===== config.mk =====
export PLATFORM = sky130hd
export DESIGN_NAME = serial_adder
export DESIGN_NICKNAME = d
export VERILOG_FILES = /design/src/rtl/serial_adder.sv
export SDC_FILE = /design/constraint.sdc
export NUM_CORES = 1
export LEC_CHECK = 0
export ABC_AREA = 1
export ABC_CLOCK_PERIOD_IN_PS = 1700
export CAP_MARGIN = 20
export CELL_PAD_IN_SITES_DETAIL_PLACEMENT = 0
export CELL_PAD_IN_SITES_GLOBAL_PLACEMENT = 1
export CORE_MARGIN = 8
export CORE_UTILIZATION = 30
export CTS_BUF_LIST = sky130_fd_sc_hd__clkbuf_4 sky130_fd_sc_hd__clkbuf_8
export DETAILED_ROUTE_END_ITERATION = 10
export PLACE_DENSITY = 0.79
export SYNTH_ARGS = -nofsm -noshare
export SYNTH_HDL_FRONTEND = slang
export SYNTH_SLANG_ARGS = --single-unit

===== constraint.sdc =====
create_clock -name clk -period 1.7 [get_ports clk]
set_clock_uncertainty 0.2 [all_clocks]
set_input_delay 0.425 -clock clk [delete_from_list [all_inputs] [get_ports clk]]
set_output_delay 0.425 -clock clk [all_outputs]
set_load 0.005 [all_outputs]

===== src/rtl/serial_adder.sv =====
// serial_adder: multi-cycle bit-serial two's-complement adder, DIGIT bits per cycle
module serial_adder #(
    parameter int WIDTH = 16,
    parameter int DIGIT = 1
) (
    input  logic             clk,
    input  logic             rst_n,
    input  logic             start,
    input  logic [WIDTH-1:0] a,
    input  logic [WIDTH-1:0] b,
    output logic             busy,
    output logic             done,
    output logic [WIDTH-1:0] y,
    output logic             cout,
    output logic             ovf
);
    localparam int N  = WIDTH / DIGIT;
    localparam int CW = (N > 1) ? $clog2(N) : 1;

    typedef enum logic [1:0] {IDLE, RUN, DONE} state_t;

    state_t                 state;
    logic [WIDTH-1:0]       ra, rb;
    logic                   a_msb, b_msb, carry;
    logic [CW-1:0]          cnt;
    logic [DIGIT:0]         sum;
    logic [WIDTH+DIGIT-1:0] wide;
    logic [WIDTH-1:0]       y_next;

    assign sum    = {1'b0, ra[DIGIT-1:0]} + {1'b0, rb[DIGIT-1:0]} + {{DIGIT{1'b0}}, carry};
    // concatenating before shifting keeps the slice legal even when DIGIT == WIDTH
    assign wide   = {sum[DIGIT-1:0], y};
    assign y_next = wide[WIDTH+DIGIT-1:DIGIT];
    assign busy   = (state == RUN);
    assign done   = (state == DONE);

    always_ff @(posedge clk) begin
        if (!rst_n) begin
            state <= IDLE;
            ra    <= '0;
            rb    <= '0;
            a_msb <= 1'b0;
            b_msb <= 1'b0;
            carry <= 1'b0;
            cnt   <= '0;
            y     <= '0;
            cout  <= 1'b0;
            ovf   <= 1'b0;
        end else begin
            case (state)
                IDLE, DONE: begin
                    if (start) begin
                        ra    <= a;
                        rb    <= b;
                        a_msb <= a[WIDTH-1];
                        b_msb <= b[WIDTH-1];
                        carry <= 1'b0;
                        cnt   <= '0;
                        y     <= '0;
                        cout  <= 1'b0;
                        ovf   <= 1'b0;
                        state <= RUN;
                    end else begin
                        state <= IDLE;
                    end
                end
                RUN: begin
                    y     <= y_next;
                    ra    <= ra >> DIGIT;
                    rb    <= rb >> DIGIT;
                    carry <= sum[DIGIT];
                    cnt   <= cnt + 1'b1;
                    if (cnt == CW'(N - 1)) begin
                        cout  <= sum[DIGIT];
                        ovf   <= (a_msb == b_msb) && (y_next[WIDTH-1] != a_msb);
                        state <= DONE;
                    end
                end
                default: state <= IDLE;
            endcase
        end
    end
endmodule


# ---- Yosys cells after proc, flatten, opt, wreduce, memory -nomap -nowiden
# Index checks and enable logic that the tools add are counted.
dict set report classes {
  muxes 17
  n_div 0
  mul 0
  n_reduce_logical 7
  n_shift 0
  add_sub_neg 3
  order_cmp 0
  n_eq_ne 7
  bitwise 0
}
# operator count
set op_table {}
lappend op_table {{$pmux 16 s2} 3}
lappend op_table {{$mux 16} 3}
lappend op_table {{$pmux 4 s2} 1}
lappend op_table {{$pmux 1 s2} 3}
lappend op_table {{$add 4x1->4 const B} 1}
lappend op_table {{$eq 4x4->1 const B} 1}
lappend op_table {{$mux 1} 4}
lappend op_table {{$mux 4} 1}
lappend op_table {{$pmux 2 s2} 1}
lappend op_table {{$reduce_and 2->1} 2}
lappend op_table {{$reduce_and 3->1} 1}
lappend op_table {{$add 1x1->2} 1}
lappend op_table {{$add 2x1->2} 1}
lappend op_table {{$eq 2x1->1 const B} 1}
lappend op_table {{$eq 2x2->1 const B} 1}
lappend op_table {{$logic_not 2->1} 1}
lappend op_table {{$mux 2} 1}
lappend op_table {{$ne 2x1->1 const B} 1}
lappend op_table {{$ne 2x2->1 const B} 1}
lappend op_table {{$reduce_bool 2->1} 1}
lappend op_table {{$reduce_or 2->1} 1}
lappend op_table {{$eq 1x1->1} 1}
lappend op_table {{$logic_and 1x1->1} 1}
lappend op_table {{$ne 1x1->1} 1}
dict set report word_totals {
  ramBits 0
  latchBits 0
  output_inout_bits 20
  rom_bits 0
  mem_count 0
  in_bits 35
  ff_bits 59
}

# ---- Depth between registers and ports, before layout
# Gate-level depths: netlist of run 1.
dict set report depth {
  word_depth 6
  depth_mapped 8
  ltp_nobuf 7
}

# ---- Worst setup path before layout of run 1
# No wires, ideal clock.
dict set report synth_timing {
  path_type {register to register}
  startpoint {register ra[0]}
  endpoint {register ovf}
  required_time_ns 1.388
  path_stages_with_launch 7
  setup_slack_ns 0.222
  arrival_ns 1.167
  path_cell_list {dfxtp_1 -> fa_1 -> inv_1 -> a21oi_1 -> nor2_1 -> nor2_1 -> nor2_1}
}
dict set report synth_between {
  elab_chain_len 6
}
# element line_no
set synth_rtl {}
lappend synth_rtl {{start, declared} 23} ;# logic [WIDTH-1:0] ra, rb;
lappend synth_rtl {{start signal, assigned} 69} ;# ra <= ra >> DIGIT;
lappend synth_rtl {{$add 1x1->2} 30} ;# assign sum = {1'b0, ra[DIGIT-1:0]} + {1'b0, rb[DIGIT-1:0]} + {{DIGIT{1'b0}}, carry};
lappend synth_rtl {{$add 2x1->2} 30}
lappend synth_rtl {{$ne 1x1->1} 75} ;# ovf <= (a_msb == b_msb) && (y_next[WIDTH-1] != a_msb);
lappend synth_rtl {{$logic_and 1x1->1} 75}
lappend synth_rtl {{$mux 1} 73} ;# if (cnt == CW'(N - 1)) begin
lappend synth_rtl {{$pmux 1 s2} 50} ;# case (state)
lappend synth_rtl {{end signal, assigned} 75}
lappend synth_rtl {{end, declared} 15} ;# output logic ovf
# No other way between the ends. The select of a mux whose other input is x is not followed.
# A chain may end at the register's enable or synchronous reset.

# ---- Final worst setup path of run 1
dict set report layout_timing {
  startpoint {register y[11]}
  endpoint {output y[11]}
}
# element line_no
set layout_rtl {}
lappend layout_rtl {{start, declared} 13} ;# output logic [WIDTH-1:0] y,
lappend layout_rtl {{start signal, assigned} 68} ;# y <= y_next;
# No word-level cell between the ends.

==> flow_summary.ini, run 1 <==
[hold_path]
holdCritStartpoint = rb[15]
hold_path_class = register to register

[flow_run]
max_cap_viol_count = 0

[worst_setup_path]
crit_buf_inv = 1
path_class = register to output port
required_ns = 1.07
critPathArrivalTime_ns = 0.97
crit_path_cell_trace = dlygate4sd2_1
cp_max_fo = 3
critPathLaunchType = register
critical-path-slowest-cell = dfxtp_1
reg2reg_from = ra[0]
worstSetupEndpointType = output port
critPathTopFamily = flip-flops
crit_path_start = y[11]
slowest_delay_ns = 0.36

[timing]
fmax_ghz = 0.6280
min_period_ns = 1.592
setup_tns_ns = 0
rsz0062_at_grt = no
max-slew-margin-rel = 0.7836
drv_slew = 0
period_share = 0.9367
final-setup-viol-count = 0
worst_slew_pin_slew_ns = 0.3246
finalHoldViolations = 0

[clock_tree]
cts_max_level = 3
cts_tree = done
clkLatencyLatePin_ns = 0.34
numCtsBuffers = 9
cts.sinks = 59
hold_buffers = 0
post_cts_buffers = 0
ctsRootBufferMaster = clkbuf_8
clockBufferDepth = 2
cts_resized = 33
cts.clk_slew.worst_paths_ns = 0.07

[die]
coreArea_um2 = 7687
row_count = 32
ios = 55
start_util = 0.3094
die_height_um = 105.0
dieArea_um2 = 11030
die_w_um = 105.0

[logic_synthesis]
synth_compound_area_frac = 0.1247
synth-simple-area-share = 0.3056
synth_nets = 377
synth.distinct_cells = 16
synth_adder_area_share = 0.01368
syn_avg_cell_area_um2 = 6.996
synthMuxAreaShare = 0
synth_warnings = 0
syn-cell-area_um2 = 2379
syn_inst = 340
synthXorXnorAreaFrac = 0
synth-seq-area-share = 0.4966
synth_seq_cells = 59
synth_top_family_by_area = simple AND/OR/NAND/NOR gates

[global_routing]
grt_first_pass_wirelength_um = 10100
first_global_vias = 2223
grt_max_degree = 33
antenna_found_initial = 0
grt_overflow = 0
grt_use_total = 0.1115

[power_and_ir_drop]
ir_drop_v = 0.0003699
fin_total_pwr_uw = 3286
power_density_nw_per_um2 = 988.1
p_leak_uw = 0.001507

[routing]
vias = 2242
drt_iter0_markers = 99
wirelength_um = 5923
remaining_drc_errors = 0
drtPass1Iterations = 4
wl_per_cell_um = 11.66
vias_per_cell = 4.413
ant_nets = 0

[layout]
seqCellArea_um2 = 1197
area_delta_synth_final_pct = 39.82
final_util = 0.4326
nets = 438
fillCellCount = 825
finalNonFillerCells = 508
multi_input_area_um2 = 1064
drive_above_1_share = 0.1281
num_antenna_cells = 0

[placed_design]
io_buffers = 54
place.gp.congestion = 0.7637
dp_hpwl_um = 4021
placed_cells = 492

[outcome]
status = completed
==> synth_stat cells (all sizes together) <==
library cell	number	area [um^2]
buf	13	77.57
ha	1	12.51
o22ai	1	6.260
a21oi	53	265.3
nand2	144	545.5
inv	11	41.29
nand3	5	25.02
fa	1	20.02
dfxtp	59	1181
o21ai	5	25.02
nor2	41	156.4
clkbuf	6	22.52
==> state kept, by name, indices dropped and copies added, names as in the netlist <==
signal / count
carry: 1
cout: 1
ra: 16
b_msb: 1
cnt: 4
y: 16
a_msb: 1
state: 2
ovf: 1
rb: 16
==> metal layers <==
metal	wire length (um)	global-route usage	vias up	share of wire
met4	128	0.06422	0	0.022
li1	-	-	1189	-
met3	376	0.04361	11	0.063
met2	2582	0.1724	51	0.44
met5	0	0	-	0
met1	2836	0.1286	991	0.48
==> cells by family after synthesis <==
kind of cell / Yosys count
and+or+nand+nor: 190
buffers and inverters: 30
adders and majority gates: 2
DFF: 59
AOI/OAI and AO/OA: 59
==> where the power goes <==
part	total [uW]	switching, uW	internal (uW)
Sequential	1490	36.5	1450
Clock	1350	560	791
Combinational	447	233	215
==> through the flow <==
stage | hold WS [ns] | instance area, um^2 | setup slack, ns
2_1_floorplan | 0.2402 | 2379 | 0.2219
3_3_place_gp | 0.2464 | 3129 | -0.1756
3_5_place_dp | 0.2520 | 3129 | -0.1768
4_1_cts | 0.2645 | 3333 | 0.009825
5_1_grt | 0.2850 | 3326 | 0.009376
6_report | 0.2615 | 3326 | 0.1076
==> cell type report <==
| cell class | instances | area share |
|---|---|---|
| inverter | 11 | 0.01242 |
| sequential | 59 | 0.3600 |
| tap | 102 | 0.03837 |
| timing repair buffer | 69 | 0.2054 |
| clock buffer | 12 | 0.04966 |
| clock inverter | 4 | 0.01430 |
| multi-input combinational | 251 | 0.3198 |
==> path summary, 6_finish.rpt <==
| path | end | slack, ns | cells past startpoint |
|---|---|---|---|
| setup / recovery | y[11] | 0.11 | 1 |
| hold / removal | rb[15] | 0.26 | 2 |
| setup reg to reg | ovf | 0.14 | 6 |
| hold reg to reg | rb[15] | 0.26 | 2 |
==> placed cells by master, fill, tap and decap left out, types with 2 or more instances in the layout <==
| cell type | n |
|---|---|
| nand2_2 | 2 |
| buf_12 | 5 |
| dfxtp_2 | 13 |
| clkinv_2 | 2 |
| inv_1 | 9 |
| dlygate4sd2_1 | 18 |
| inv_2 | 2 |
| nand3_1 | 5 |
| o21ai_0 | 5 |
| dfxtp_1 | 46 |
| buf_4 | 10 |
| clkbuf_8 | 12 |
| clkbuf_2 | 2 |
| clkdlybuf4s50_1 | 34 |
| nor2_1 | 39 |
| nand2_1 | 142 |
| a21oi_1 | 53 |
(Power assumes the default switching activity.)
==> inputs of run 2 (changes only) <==
==> constraint.sdc (replaced) <==
create_clock -name clk -period 1.7 [get_ports clk]
set_clock_uncertainty 0.2 [all_clocks]
set_input_delay 0.17 -clock clk [delete_from_list [all_inputs] [get_ports clk]]
set_output_delay 0.17 -clock clk [all_outputs]
set_load 0.005 [all_outputs]
==> run 2 against run 1 <==
Via count decreased by 1.8%. Flip-flop and latch count unchanged. Worst hold slack got worse by 0.028 ns. Register-to-register slack worse by 0.03 ns. Combinational power shrank 4.9%. Design area decreased by 1.7%. Non-clock buffer count is 6 lower. Critical path depth unchanged. Setup slack got worse by 0.0086 ns. Global-route usage decreased by 0.50 points. Wire length down 5.1%. Maximum frequency fell by 0.54%.
==> flow_summary.ini, run 2 (synthesized netlist as in run 1, its figures left out) <==
[global_routing]
use_met3 = 0.04730
grt_use_total = 0.1065
grt_first_pass_wirelength_um = 9625
first_global_vias = 2161
grt_overflow = 0
grt-busiest-layer = met2
grt_max_degree = 41
antenna_found_initial = 0
grtUsageMet2 = 0.1643
met1_usage = 0.1198

[worst_setup_path]
critPathLaunchType = register
crit_path_start = y[9]
slowest_delay_ns = 0.52
cp_max_fo = 3
critical-path-slowest-cell = clkdlybuf4s50_1
reg2reg_from = ra[0]
critPathTopFamily = buffers and inverters
path_class = register to output port
worstSetupEndpointType = output port
crit_path_cell_trace = clkdlybuf4s50_1
r2r_slack_ns = 0.11
crit_buf_inv = 1
required_ns = 1.33
critPathArrivalTime_ns = 1.23

[layout]
fillCellCount = 831
nets = 432
drive_above_1_share = 0.08250
stdcell_area_um2 = 3269
final_common_cell = nand2_1
layout_common_cells = 142 x nand2_1, 57 x dfxtp_1, 53 x a21oi_1
num_antenna_cells = 0
area_delta_synth_final_pct = 37.45
finalNonFillerCells = 502
reg_top3 = ra x16, rb x16, y x16

[timing]
setup_tns_ns = 0
min_period_ns = 1.601
max-slew-margin-rel = 0.8767
drv_slew = 0
period_share = 0.9418
fmax_ghz = 0.6246
worst_slew_pin_slew_ns = 0.1850
rsz0062_at_grt = no
finalHoldViolations = 0
holdWs_ns = 0.2330
final-setup-viol-count = 0

[hold_path]
holdCritStartpoint = a[15]
hold_path_class = primary input to register

[routing]
ant_nets = 0
vias_per_cell = 4.386
drt_iter0_markers = 104
vias = 2202
wl_per_cell_um = 11.20
remaining_drc_errors = 0
wirelength_um = 5622
drtPass1Iterations = 4

[placed_design]
place.gp.congestion = 0.7236
placed_cells = 486
dp_hpwl_um = 3735
io_buffers = 54
dpl_cell_area_um2 = 3072

[power_and_ir_drop]
ir_drop_v = 0.0003936
fin_total_pwr_uw = 3189
power_density_nw_per_um2 = 975.3
p_leak_uw = 0.001381

[flow_run]
max_cap_viol_count = 0

[die]
start_util = 0.3094
dieArea_um2 = 11030
die_w_um = 105.0
row_count = 32
die_height_um = 105.0
coreArea_um2 = 7687
ios = 55

[clock_tree]
clockBufferDepth = 2
hold_buffers = 0
ctsRootBufferMaster = clkbuf_8
post_cts_buffers = 0
numCtsBuffers = 9
cts_max_level = 3
cts.sinks = 59
cts_tree = done
clkLatencyLatePin_ns = 0.33
cts.clk_slew.worst_paths_ns = 0.07

[outcome]
status = completed
[run 2: area by class of cell]
type                            count  area (um^2)  area share
Clock buffer                       11        145.1     0.04439
Clock inverter                      5        52.55     0.01607
Inverter                           11        41.29     0.01263
Multi-Input combinational cell    251         1064      0.3253
Sequential cell                    59         1184      0.3620
Tap cell                          102        127.6     0.03904
Timing Repair Buffer               63        655.6      0.2005
[run 2: repair_timing]
item                                    4_1_cts  5_1_grt
hold endpoints to repair                      0        0
resized for setup                             4        0
endpoints found under the setup margin        2        0
[run 2: tightest hold or removal path, stage by stage]
cell	delay, ns
clkdlybuf4s50_1	0.40
nand2_1	0.09
a21oi_1	0.06
[run 2: stage by stage]
stage | util | setup slack [ns]
2_1_floorplan | - | 0.2219
3_3_place_gp | 0.3996 | 0.07310
3_5_place_dp | 0.3996 | 0.08977
4_1_cts | 0.4253 | 0.07329
5_1_grt | 0.4253 | 0.03724
6_report | 0.4253 | 0.09896
[run 2: layer usage]
metal | routed length (um) | part of all wire
met5 | 0 | 0
met4 | 92 | 0.016
met3 | 328 | 0.058
met2 | 2470 | 0.44
met1 | 2731 | 0.49
[run 2: where the power goes]
group	leakage, uW	total [uW]	internal (uW)	switching, uW
clock network	0.000103	1280	725	551
registers	0.000483	1490	1450	37.1
logic	0.000796	425	201	223
total	0.00138	3190	2380	811
[run 2: final timing paths]
kind | endpoint | depth (start not counted)
worst max-delay path | y[9] | 1
worst min-delay path | a_msb | 3
worst max register to register | ovf | 6
worst min register to register | rb[15] | 2
